$ cat src/rtl/delay_timer_monitor.sv
// -----------------------------------------------------------------------------
// delay_timer_monitor
//
// Purpose:
//   Watches the trigger line and the active-low output of a delay timer
//   (internal timer or an external LS7212). For each armed event it measures:
//     - the delay from the selected trigger edge to the delay_out_n falling edge
//     - the number of cycles delay_out_n stayed low
//   It returns both counts, plus a timeout flag, over a valid/ready handshake.
//
// Optional feature:
//   Define DELAY_MON_STATS_EN to add the running statistics outputs
//   stat_min, stat_max and stat_cnt. These update on every result transfer.
//
// Ports:
//   clk          system clock; all logic runs on its rising edge
//   reset_n      synchronous, active-low reset
//   trigger      asynchronous trigger line (2-FF synchronised)
//   delay_out_n  asynchronous timer output, active low (2-FF synchronised)
//   trig_edge    0 = measure from the rising trigger edge, 1 = from the falling edge
//   arm          single-cycle request to capture the next event
//   busy         high whenever the FSM is not idle
//   res_valid    a result is available
//   res_ready    the consumer accepts the result
//   res_delay    trigger edge to delay_out_n falling edge, in cycles
//   res_width    cycles delay_out_n was low
//   res_timeout  a measurement phase hit TIMEOUT
//   stat_min     (DELAY_MON_STATS_EN) min res_delay of non-timeout events
//   stat_max     (DELAY_MON_STATS_EN) max res_delay of non-timeout events
//   stat_cnt     (DELAY_MON_STATS_EN) saturating count of completed events
// -----------------------------------------------------------------------------
module delay_timer_monitor #(
    parameter int            CW      = 16,
    parameter logic [CW-1:0] TIMEOUT = CW'(16'hFFFF)
) (
    input  logic          clk,
    input  logic          reset_n,
    input  logic          trigger,
    input  logic          delay_out_n,
    input  logic          trig_edge,
    input  logic          arm,
    output logic          busy,
    output logic          res_valid,
    input  logic          res_ready,
    output logic [CW-1:0] res_delay,
    output logic [CW-1:0] res_width,
    output logic          res_timeout
`ifdef DELAY_MON_STATS_EN
    ,
    output logic [CW-1:0] stat_min,
    output logic [CW-1:0] stat_max,
    output logic [CW-1:0] stat_cnt
`endif
);

    typedef enum logic [2:0] {
        IDLE,
        ARMED,
        WAIT_ASSERT,
        MEASURE_WIDTH,
        REPORT
    } state_t;

    state_t        state_q, state_d;

    // Both lines go through identical three-stage chains: two stages of
    // synchronisation plus one "previous value" stage for edge detection.
    // Keeping the depths equal preserves the relative timing exactly.
    logic          trig_s1_q, trig_s1_d;
    logic          trig_s2_q, trig_s2_d;
    logic          trig_s3_q, trig_s3_d;
    logic          dly_s1_q, dly_s1_d;
    logic          dly_s2_q, dly_s2_d;
    logic          dly_s3_q, dly_s3_d;

    logic          edge_sel_q, edge_sel_d;
    logic [CW-1:0] delay_cnt_q, delay_cnt_d;
    logic [CW-1:0] width_cnt_q, width_cnt_d;
    logic [CW-1:0] res_delay_q, res_delay_d;
    logic [CW-1:0] res_width_q, res_width_d;
    logic          res_timeout_q, res_timeout_d;

`ifdef DELAY_MON_STATS_EN
    logic [CW-1:0] stat_min_q, stat_min_d;
    logic [CW-1:0] stat_max_q, stat_max_d;
    logic [CW-1:0] stat_cnt_q, stat_cnt_d;
`endif

    logic          trig_hit;
    logic          dly_fall;
    logic          dly_rise;

    // Edge detection on the second synchroniser stage against its previous value.
    assign trig_hit = edge_sel_q ? (~trig_s2_q & trig_s3_q) : (trig_s2_q & ~trig_s3_q);
    assign dly_fall = ~dly_s2_q & dly_s3_q;
    assign dly_rise = dly_s2_q & ~dly_s3_q;

    assign busy        = (state_q != IDLE);
    assign res_valid   = (state_q == REPORT);
    assign res_delay   = res_delay_q;
    assign res_width   = res_width_q;
    assign res_timeout = res_timeout_q;

`ifdef DELAY_MON_STATS_EN
    assign stat_min = stat_min_q;
    assign stat_max = stat_max_q;
    assign stat_cnt = stat_cnt_q;
`endif

    // Next-state and datapath logic. The delay counter holds (cycles since the
    // trigger edge - 1), so the captured delay is the counter plus one: the
    // cycle on which the falling edge is seen counts as cycle N. The width
    // counter starts at 1 on the falling-edge cycle, so on the rising-edge
    // cycle it already equals the number of low cycles.
    always_comb begin
        state_d       = state_q;
        trig_s1_d     = trigger;
        trig_s2_d     = trig_s1_q;
        trig_s3_d     = trig_s2_q;
        dly_s1_d      = delay_out_n;
        dly_s2_d      = dly_s1_q;
        dly_s3_d      = dly_s2_q;
        edge_sel_d    = edge_sel_q;
        delay_cnt_d   = delay_cnt_q;
        width_cnt_d   = width_cnt_q;
        res_delay_d   = res_delay_q;
        res_width_d   = res_width_q;
        res_timeout_d = res_timeout_q;
`ifdef DELAY_MON_STATS_EN
        stat_min_d    = stat_min_q;
        stat_max_d    = stat_max_q;
        stat_cnt_d    = stat_cnt_q;
`endif

        case (state_q)
            IDLE: begin
                if (arm) begin
                    edge_sel_d = trig_edge;
                    state_d    = ARMED;
                end
            end

            ARMED: begin
                if (trig_hit) begin
                    if (!dly_s2_q) begin
                        // Output already asserted when the trigger edge arrives.
                        res_delay_d = '0;
                        width_cnt_d = CW'(1);
                        state_d     = MEASURE_WIDTH;
                    end else begin
                        delay_cnt_d = '0;
                        state_d     = WAIT_ASSERT;
                    end
                end
            end

            WAIT_ASSERT: begin
                if (dly_fall) begin
                    res_delay_d = delay_cnt_q + CW'(1);
                    width_cnt_d = CW'(1);
                    state_d     = MEASURE_WIDTH;
                end else if (delay_cnt_q + CW'(1) == TIMEOUT) begin
                    res_delay_d   = TIMEOUT;
                    res_width_d   = '0;
                    res_timeout_d = 1'b1;
                    state_d       = REPORT;
                end else begin
                    delay_cnt_d = delay_cnt_q + CW'(1);
                end
            end

            MEASURE_WIDTH: begin
                if (dly_rise) begin
                    res_width_d   = width_cnt_q;
                    res_timeout_d = 1'b0;
                    state_d       = REPORT;
                end else if (width_cnt_q == TIMEOUT) begin
                    res_width_d   = TIMEOUT;
                    res_timeout_d = 1'b1;
                    state_d       = REPORT;
                end else if (!dly_s2_q) begin
                    width_cnt_d = width_cnt_q + CW'(1);
                end
            end

            REPORT: begin
                if (res_ready) begin
                    state_d = IDLE;
`ifdef DELAY_MON_STATS_EN
                    if (stat_cnt_q != '1) begin
                        stat_cnt_d = stat_cnt_q + CW'(1);
                    end
                    if (!res_timeout_q) begin
                        if (res_delay_q < stat_min_q) begin
                            stat_min_d = res_delay_q;
                        end
                        if (res_delay_q > stat_max_q) begin
                            stat_max_d = res_delay_q;
                        end
                    end
`endif
                end
            end

            default: begin
                state_d = IDLE;
            end
        endcase
    end

    // State and datapath registers. Synchronisers reset to the inactive
    // level of each line so no spurious edge is seen after reset.
    always_ff @(posedge clk) begin
        if (!reset_n) begin
            state_q       <= IDLE;
            trig_s1_q     <= 1'b0;
            trig_s2_q     <= 1'b0;
            trig_s3_q     <= 1'b0;
            dly_s1_q      <= 1'b1;
            dly_s2_q      <= 1'b1;
            dly_s3_q      <= 1'b1;
            edge_sel_q    <= 1'b0;
            delay_cnt_q   <= '0;
            width_cnt_q   <= '0;
            res_delay_q   <= '0;
            res_width_q   <= '0;
            res_timeout_q <= 1'b0;
`ifdef DELAY_MON_STATS_EN
            stat_min_q    <= '1;
            stat_max_q    <= '0;
            stat_cnt_q    <= '0;
`endif
        end else begin
            state_q       <= state_d;
            trig_s1_q     <= trig_s1_d;
            trig_s2_q     <= trig_s2_d;
            trig_s3_q     <= trig_s3_d;
            dly_s1_q      <= dly_s1_d;
            dly_s2_q      <= dly_s2_d;
            dly_s3_q      <= dly_s3_d;
            edge_sel_q    <= edge_sel_d;
            delay_cnt_q   <= delay_cnt_d;
            width_cnt_q   <= width_cnt_d;
            res_delay_q   <= res_delay_d;
            res_width_q   <= res_width_d;
            res_timeout_q <= res_timeout_d;
`ifdef DELAY_MON_STATS_EN
            stat_min_q    <= stat_min_d;
            stat_max_q    <= stat_max_d;
            stat_cnt_q    <= stat_cnt_d;
`endif
        end
    end

endmodule
$ cat config.mk
export PLATFORM = sky130hd
export DESIGN_NAME = delay_timer_monitor
export DESIGN_NICKNAME = d
export VERILOG_FILES = /design/src/rtl/delay_timer_monitor.sv
export SDC_FILE = /design/constraint.sdc
export NUM_CORES = 1
export LEC_CHECK = 0
export BUFFER_PORTS_ARGS = -buffer_cell sky130_fd_sc_hd__buf_2
export CORE_MARGIN = 8
export CORE_UTILIZATION = 45
export CTS_CLUSTER_DIAMETER = 200
export DETAILED_ROUTE_END_ITERATION = 7
export PLACE_DENSITY = 0.74
export SYNTH_ARGS = -nofsm -noshare
export SYNTH_HDL_FRONTEND = slang
export SYNTH_SLANG_ARGS = --single-unit
$ cat constraint.sdc
create_clock -name clk -period 2.9 [get_ports clk]
set_clock_uncertainty 0.1 [all_clocks]
set_input_delay 0.435 -clock clk [delete_from_list [all_inputs] [get_ports clk]]
set_output_delay 0.435 -clock clk [all_outputs]
set_load 0.05 [all_outputs]
; ---- Word-level counts from Yosys, hierarchy flattened
; Cells that the tools add are included.
[word_totals]
word_cells = 91
in_bits = 7
regBits = 75
output_inout_bits = 35
[classes]
n_addsub = 2
reduce_logical = 11
bitwise = 8
eq_ne = 20
mux = 37
[op_table]
columns = cell, n
row1 = $mux W16, 18
row2 = $pmux W16 S2, 3
row3 = $pmux W16 S3, 1
row4 = $add A16 B1 Y16 const B, 2
row5 = $eq A16 B16 Y1 const B, 2
row6 = $ne A2 B2 Y1 const B, 11
row7 = $mux W3, 7
row8 = $pmux W3 S5, 1
row9 = $reduce_and A5 Y1, 2
row10 = $reduce_and A4 Y1, 2
row11 = $reduce_and A7 Y1, 1
row12 = $eq A3 B2 Y1 const B, 2
row13 = $mux W1, 6
row14 = $ne A3 B3 Y1 const B, 2
row15 = $reduce_bool A3 Y1, 2
row16 = $and A1 B1 Y1, 4
row17 = $not A1 Y1, 4
row18 = $reduce_bool A2 Y1, 2
row19 = $eq A3 B1 Y1 const B, 1
row20 = $eq A3 B3 Y1 const B, 1
row21 = $logic_not A3 Y1, 1
row22 = $ne A2 B1 Y1 const B, 1
row23 = $pmux W1 S2, 1
row24 = $reduce_and A2 Y1, 1

; ---- Logic depth before layout (Yosys ltp)
; Gate-level depths: netlist (run 1).
[logic_depth]
word_depth = 5
ltp_mapped = 10
ltp_nobuf = 8

; ---- Worst setup path before layout (run 1)
; No wires, ideal clock.
[synth_path]
kind = reg2reg
startpoint = reg delay_cnt_q[0]
endpoint = reg res_width_q[10], in the netlist res_width[10]
path_stages_with_launch = 10
setup_time_ps = 124
setup_slack_ps = 440
arrival_ps = 2236
path_buffers = 1
cell_sequence = dfxtp_1 -> ha_1 -> nor2b_1 -> nor2_1 -> or4_4 -> nor4_4 -> nand4_4 -> a22oi_4 -> buf_2 -> o21ai_0
[synth_via]
elab_chain_cells = 4
[synth_lines]
columns = item, line_no
row1 = from (decl), 77  ; logic [CW-1:0] delay_cnt_q, delay_cnt_d;
row2 = from (signal assigned), 242  ; delay_cnt_q <= delay_cnt_d;
row3 = $add A16 B1 Y16, 162  ; end else if (delay_cnt_q + CW'(1) == TIMEOUT) begin
row4 = $eq A16 B16 Y1, 162
row5 = $ne A2 B2 Y1 (no line), -
row6 = $reduce_and A4 Y1 (no line), -
row7 = to (signal assigned), 245  ; res_width_q <= res_width_d;
row8 = to (decl), 80  ; logic [CW-1:0] res_width_q, res_width_d;
; No other way between the ends.
; A chain may end at the register's enable or synchronous reset.

; ---- Final worst setup path (run 1)
[layout_path]
startpoint = reg delay_cnt_q[0]
endpoint = reg res_timeout_q, in the netlist res_timeout
[layout_via]
elab_chain_cells = 4
[layout_lines]
columns = item, line_no
row1 = $add A16 B1 Y16, 162
row2 = $eq A16 B16 Y1, 162
row3 = $ne A2 B2 Y1 (no line), -
row4 = $reduce_and A4 Y1 (no line), -
row5 = to (signal assigned), 246  ; res_timeout_q <= res_timeout_d;
row6 = to (decl), 81  ; logic res_timeout_q, res_timeout_d;
; No other way between the ends.

==> out/summary.txt, run 1 <==
Status -> finished clean
Nets -> 468
Worst setup path endpoint -> res_timeout$_SDFFE_PN0P_
Max-cap violation count -> 0
Max incr delay on CP -> 0.46 ns
Synth area leader -> dfxtp_1
Unrepaired setup endpoints after global routing -> false
Multiplexer share of the synthesized area -> 0.0142
CTS buffer count -> 9
Complex-gate fraction of the synthesized area -> 0.230
CP endpoint kind -> flip-flop
Netlist cell types -> 54
I/O Buffers -> 41
Core area -> 7770 µm²
Area grow syn2layout -> 16.3%
First-pass GRT wire length -> 14900 µm
Initial drt markers -> 182
Lkg Pwr -> 0.00168 µW
Setup TNS -> 0 ns
Critical Path Source Type -> flip-flop
Fraction of registers with async set/reset -> 0
Post-layout minimum cycle time -> 2.70 ns
All-layer global routing usage -> 0.162
CP max stage cell -> dfxtp_1
Average size of a mapped cell -> 8.76 µm²
WL per Instance -> 16.0 µm
Max transition margin -> 0.597
Clock transition at path regs -> 0.08 ns
Mapped Cells -> 413
Crit-path leading delay family -> simple AND/OR/NAND/NOR gates
Fill cells -> 726
Tightest Hold Check Type -> input pin to flip-flop
Detailed-route DRC error count -> 0
DP HPWL -> 6490 µm
Detail-routed via count per cell -> 5.74
Critical path data arrival time -> 2.90 ns
Fmax -> 370 MHz
Maximum vdd drop -> 414 µV
Reg2Reg Depth -> 9
Setup-failing EPs final -> 0
Synth Area in Adders -> 0.0104
Die Y-Extent -> 106 µm
Placed cell area -> 3960 µm²
Sequential fraction of the synthesis area -> 0.415
WP data required -> 3.10 ns
Layout cells sized above 1 -> 0.219
Worst-Margin Slew -> 0.604 ns
Num rows -> 32
Die area -> 11200 µm²
Router iterations before antenna repair -> 4
Post-synth top area share -> 0.415
WS Path Type -> flip-flop to flip-flop
Top cells by area, synth -> dfxtp_1, o21ai_0, nor2_1
Yosys reg bits -> 75
Placed insts -> 546
Reg2Reg Setup Slack -> 0.20 ns
DR vias -> 3237
Total grt overflow -> 0
Post-route insts no fill -> 564
Synth Warn # -> 0
Routability cong. -> 0.898
# H-tree levels -> 3
Routed Antenna Nets -> 0
Skew-Pair Late Insertion Delay -> 0.35 ns
Synth Cell Area -> 3620 µm²
XOR/XNOR Fraction of Synth Area -> 0.0533
Largest net degree at the start of global routing -> 43
Simple-gate share of the synthesized area -> 0.240
Storage element area -> 1500 µm²
Area of the multi-input gates -> 1990 µm²
Worst R2R Start -> delay_cnt_q[0]$_SDFFE_PN0P_
Vias in the first global route -> 3094
CTS root buf -> clkbuf_8
Power density cells -> 724 nW/µm²
Worst-path cell chain -> ha_1 > nor2b_1 > nor2_1 > or4_4 > nor4_4 > nand4_4 > a22oi_4 > buf_4 > o221a_2
CTS tree -> done
Hold Vio Cnt, Final -> 0
Antenna violations before repair -> 0
Max Root-Sink Buffers -> 2
Worst path bufs/invs -> 1
Reg2reg end -> res_timeout$_SDFFE_PN0P_
CP startpoint -> delay_cnt_q[0]$_SDFFE_PN0P_
I/O Pins -> 42
CP max FO -> 8
Count of flip-flops with a built-in enable after synthesis -> 0
Max-slew violations -> 0
Die width -> 106 µm
Syn nets -> 423
Ys flop type -> dfxtp_1
Largest family of logic cells by synthesized area -> simple AND/OR/NAND/NOR gates
Total wire length -> 9010 µm
WP depth -> 9
Clock Sinks -> 75
Hold Slack -> 0.164 ns
Final instance area -> 4210 µm²
Inserted Diodes -> 0
Initial Util -> 0.466
Period Utilization, post-route -> 0.932
Finished Core Util -> 0.542
metal layers:
metal | routed length, µm | up-vias | track usage | share of wire
li1 | - | 1576 | - | -
met1 | 4370 | 1522 | 0.216 | 0.48
met2 | 3830 | 114 | 0.231 | 0.43
met3 | 523 | 25 | 0.0359 | 0.058
met4 | 286 | 0 | 0.0955 | 0.032
met5 | 0 | - | 0 | 0
repair_timing:
action | 4_1_cts | 5_1_grt
endpoints found under the setup margin | 0 | 56
buffers inserted | 0 | 3
hold buffers | 0 | 0
endpoints found under the hold margin | 0 | 0
resized for setup | 0 | 3
synthesized netlist by cell type (6+ instances only):
cell type,instances
o211ai_1,6
buf_2,9
nor3_1,9
nand4_1,13
o221a_1,8
o21a_1,7
and2_1,10
clkbuf_1,16
xor2_1,18
nand2b_1,8
o21ai_0,39
nand2_1,43
o221a_2,7
dfxtp_1,75
o2bb2ai_1,8
a21oi_1,13
nand3_1,8
nor2_1,45
report_power, final:
group          switching (µW)  internal [µW]  total (µW)
sequential               82.3           1130        1210
clock                     401            483         884
combinational             648            305         953
state kept, by name, summed over array words and instances, names as in the netlist:
name / cells
dly_s3_q: 1
edge_sel_q: 1
state_q: 3
dly_s2_q: 1
delay_cnt_q: 16
trig_s1_q: 1
res_delay: 16
res_timeout: 1
trig_s2_q: 1
dly_s1_q: 1
trig_s3_q: 1
res_width: 16
width_cnt_q: 16
per-stage QoR:
stage / power, µW / worst slack [ns]
finish: 3050 / 0.197
global route: 3180 / 0.0199
CTS: 3030 / 0.0154
detailed placement: 2150 / 0.0520
global placement: 2130 / 0.183
floorplan: 1930 / 0.440
layout by cell type (no fill, tap or decap), types with 4 or more instances in the layout:
cell type and n:
and2_1 10, nand2_1 42, and3_1 5, buf_2 41
dfxtp_1 75, o21ai_0 38, o211ai_1 6, a21bo_2 5
o2bb2ai_1 8, a21oi_1 13, and4_1 5, xor2_1 18
mux2i_1 4, nor2_1 45, buf_4 19, xnor2_1 4
clkbuf_8 9, nor3_1 9, nand2b_1 8, o221a_1 8
nand3_1 8, o221a_2 7, o21a_1 6, nand4_1 13
nor2b_1 4
cells by family after synthesis:
logic type,after synthesis
AND/OR/NAND/NOR,168
AO/OA/AOI/OAI,110
flip-flops,75
buffers and inverters,30
XOR/XNOR,22
multiplexers,5
adder cells (fa/ha/maj),3
worst min-delay path by stage:
stage	from	endpoint	slack (ns)	cells after the start
6_report	delay_out_n	dly_s1_q$_SDFF_PN1_	0.16	2
5_1_grt	delay_out_n	dly_s1_q$_SDFF_PN1_	0.17	2
4_1_cts	delay_out_n	dly_s1_q$_SDFF_PN1_	0.15	2
3_5_place_dp	dly_s1_q$_SDFF_PN1_	dly_s2_q$_SDFF_PN1_	0.29	1
3_3_place_gp	dly_s1_q$_SDFF_PN1_	dly_s2_q$_SDFF_PN1_	0.29	1
2_1_floorplan	dly_s1_q$_SDFF_PN1_	dly_s2_q$_SDFF_PN1_	0.29	1
final cells by class:
| type | instances | area share |
|---|---|---|
| Tap cell | 102 | 0.0303 |
| Multi-Input combinational cell | 308 | 0.472 |
| Timing Repair Buffer | 61 | 0.0874 |
| Sequential cell | 75 | 0.357 |
| Clock buffer | 9 | 0.0294 |
| Inverter | 3 | 0.00268 |
| Clock inverter | 6 | 0.0214 |
(Power assumes the default switching activity.)
==> inputs of run 2 (changes only) <==
Clock period 2.9 ns to 3.2 ns, I/O delays scaled along.
==> out/summary.txt, run 2 (synthesis results as in run 1) <==
Status -> finished clean
Hold Vio Cnt, Final -> 0
Nets -> 457
I/O Pins -> 42
Num rows -> 32
Worst path bufs/invs -> 0
Critical Path Source Type -> flip-flop
Most frequent cells in the layout -> dfxtp_1, nor2_1, nand2_1, buf_2, o21ai_0
Initial drt markers -> 188
Unrepaired setup endpoints after global routing -> false
Routability cong. -> 0.953
Detailed-route DRC error count -> 0
Power density cells -> 675 nW/µm²
Skew-Pair Late Insertion Delay -> 0.36 ns
DR vias -> 3202
Largest net degree at the start of global routing -> 43
Tightest Hold Check Type -> input pin to flip-flop
Vias in the first global route -> 3101
Lkg Pwr -> 0.00164 µW
Core area -> 7770 µm²
Router iterations before antenna repair -> 5
CP max FO -> 15
Total grt overflow -> 0
Final setup margin -> 0.215 ns
Layout cells sized above 1 -> 0.197
Initial Util -> 0.466
Setup-failing EPs final -> 0
Inserted Diodes -> 0
Post-Place Setup Slack -> 0.216 ns
CTS buffer count -> 9
Post-layout minimum cycle time -> 2.99 ns
Setup TNS -> 0 ns
I/O Buffers -> 41
Die area -> 11200 µm²
All-layer global routing usage -> 0.165
Max incr delay on CP -> 0.52 ns
WL per Instance -> 16.4 µm
Total wire length -> 9080 µm
Critical path data arrival time -> 3.19 ns
WS Path Type -> flip-flop to flip-flop
Max Root-Sink Buffers -> 2
Area grow syn2layout -> 14.7%
CP max stage cell -> a31oi_4
Commonest non-fill, non-tap cell in the layout -> dfxtp_1
Fill cells -> 730
Clock transition at path regs -> 0.08 ns
Period Utilization, post-route -> 0.933
Crit-path leading delay family -> simple AND/OR/NAND/NOR gates
Max-slew violations -> 0
CTS tree -> done
Antenna violations before repair -> 0
Max-cap violation count -> 0
Die Y-Extent -> 106 µm
Detail-routed via count per cell -> 5.79
Max transition margin -> 0.589
CTS root buf -> clkbuf_8
Worst-path cell chain -> nand2b_1 > nor2_1 > o21ai_0 > nor4_4 > nand4_4 > a31oi_4 > o221a_1
Fmax -> 335 MHz
Routed Antenna Nets -> 0
Maximum vdd drop -> 301 µV
WP data required -> 3.41 ns
DP HPWL -> 6460 µm
Pwr Total -> 2800 µW
Clock Sinks -> 75
Worst-Margin Slew -> 0.616 ns
First-pass GRT wire length -> 15300 µm
# hold bufs at CTS -> 0
# H-tree levels -> 3
CP endpoint kind -> flip-flop
Die width -> 106 µm
==> run 2: per-layer routing <==
layer,vias to the layer above,share of wire,GRT usage
met5,-,0,0
met3,22,0.064,0.0457
met1,1512,0.46,0.209
met4,0,0.022,0.0653
li1,1551,-,-
met2,117,0.46,0.259
==> run 2: repair_timing <==
item,4_1_cts,5_1_grt
setup buffers,0,1
gates resized for setup,0,1
endpoints found under the setup margin,0,13
==> run 2: layout make-up <==
class | count | area [µm²] | share of cell area
clock buffers | 9 | 124 | 0.0299
clock inverters | 6 | 113 | 0.0271
inverters | 3 | 11.3 | 0.00271
multi-input cells | 308 | 1990 | 0.479
flip-flops and latches | 75 | 1500 | 0.362
well taps | 102 | 128 | 0.0308
repair buffers | 50 | 285 | 0.0688
==> run 2: power breakdown <==
group          leakage [µW]  internal, µW  switching (µW)
Sequential         0.000608          1020            87.7
Clock              0.000120           516             366
Combinational      0.000913           244             564
Total               0.00164          1780            1020
==> run 2: worst paths after layout <==
kind | startpoint | to | slack, ns | depth (start not counted)
max reg2reg | state_q[0]$_SDFFE_PN0P_ | res_delay[14]$_SDFFE_PN0P_ | 0.21 | 7
min | delay_out_n | dly_s1_q$_SDFF_PN1_ | 0.20 | 2
min reg2reg | dly_s1_q$_SDFF_PN1_ | dly_s2_q$_SDFF_PN1_ | 0.31 | 1
max | state_q[0]$_SDFFE_PN0P_ | res_delay[14]$_SDFFE_PN0P_ | 0.21 | 7
==> run 2: through the flow <==
stage | hold WS, ns | area (µm²) | std cells | util
global route | 0.200 | 4150 | 553 | 0.534
finish | 0.201 | 4150 | 553 | 0.534
CTS | 0.202 | 4120 | 552 | 0.531
global placement | 0.293 | 3890 | 537 | 0.500
detailed placement | 0.296 | 3890 | 537 | 0.500
floorplan | 0.286 | 3620 | 413 | -
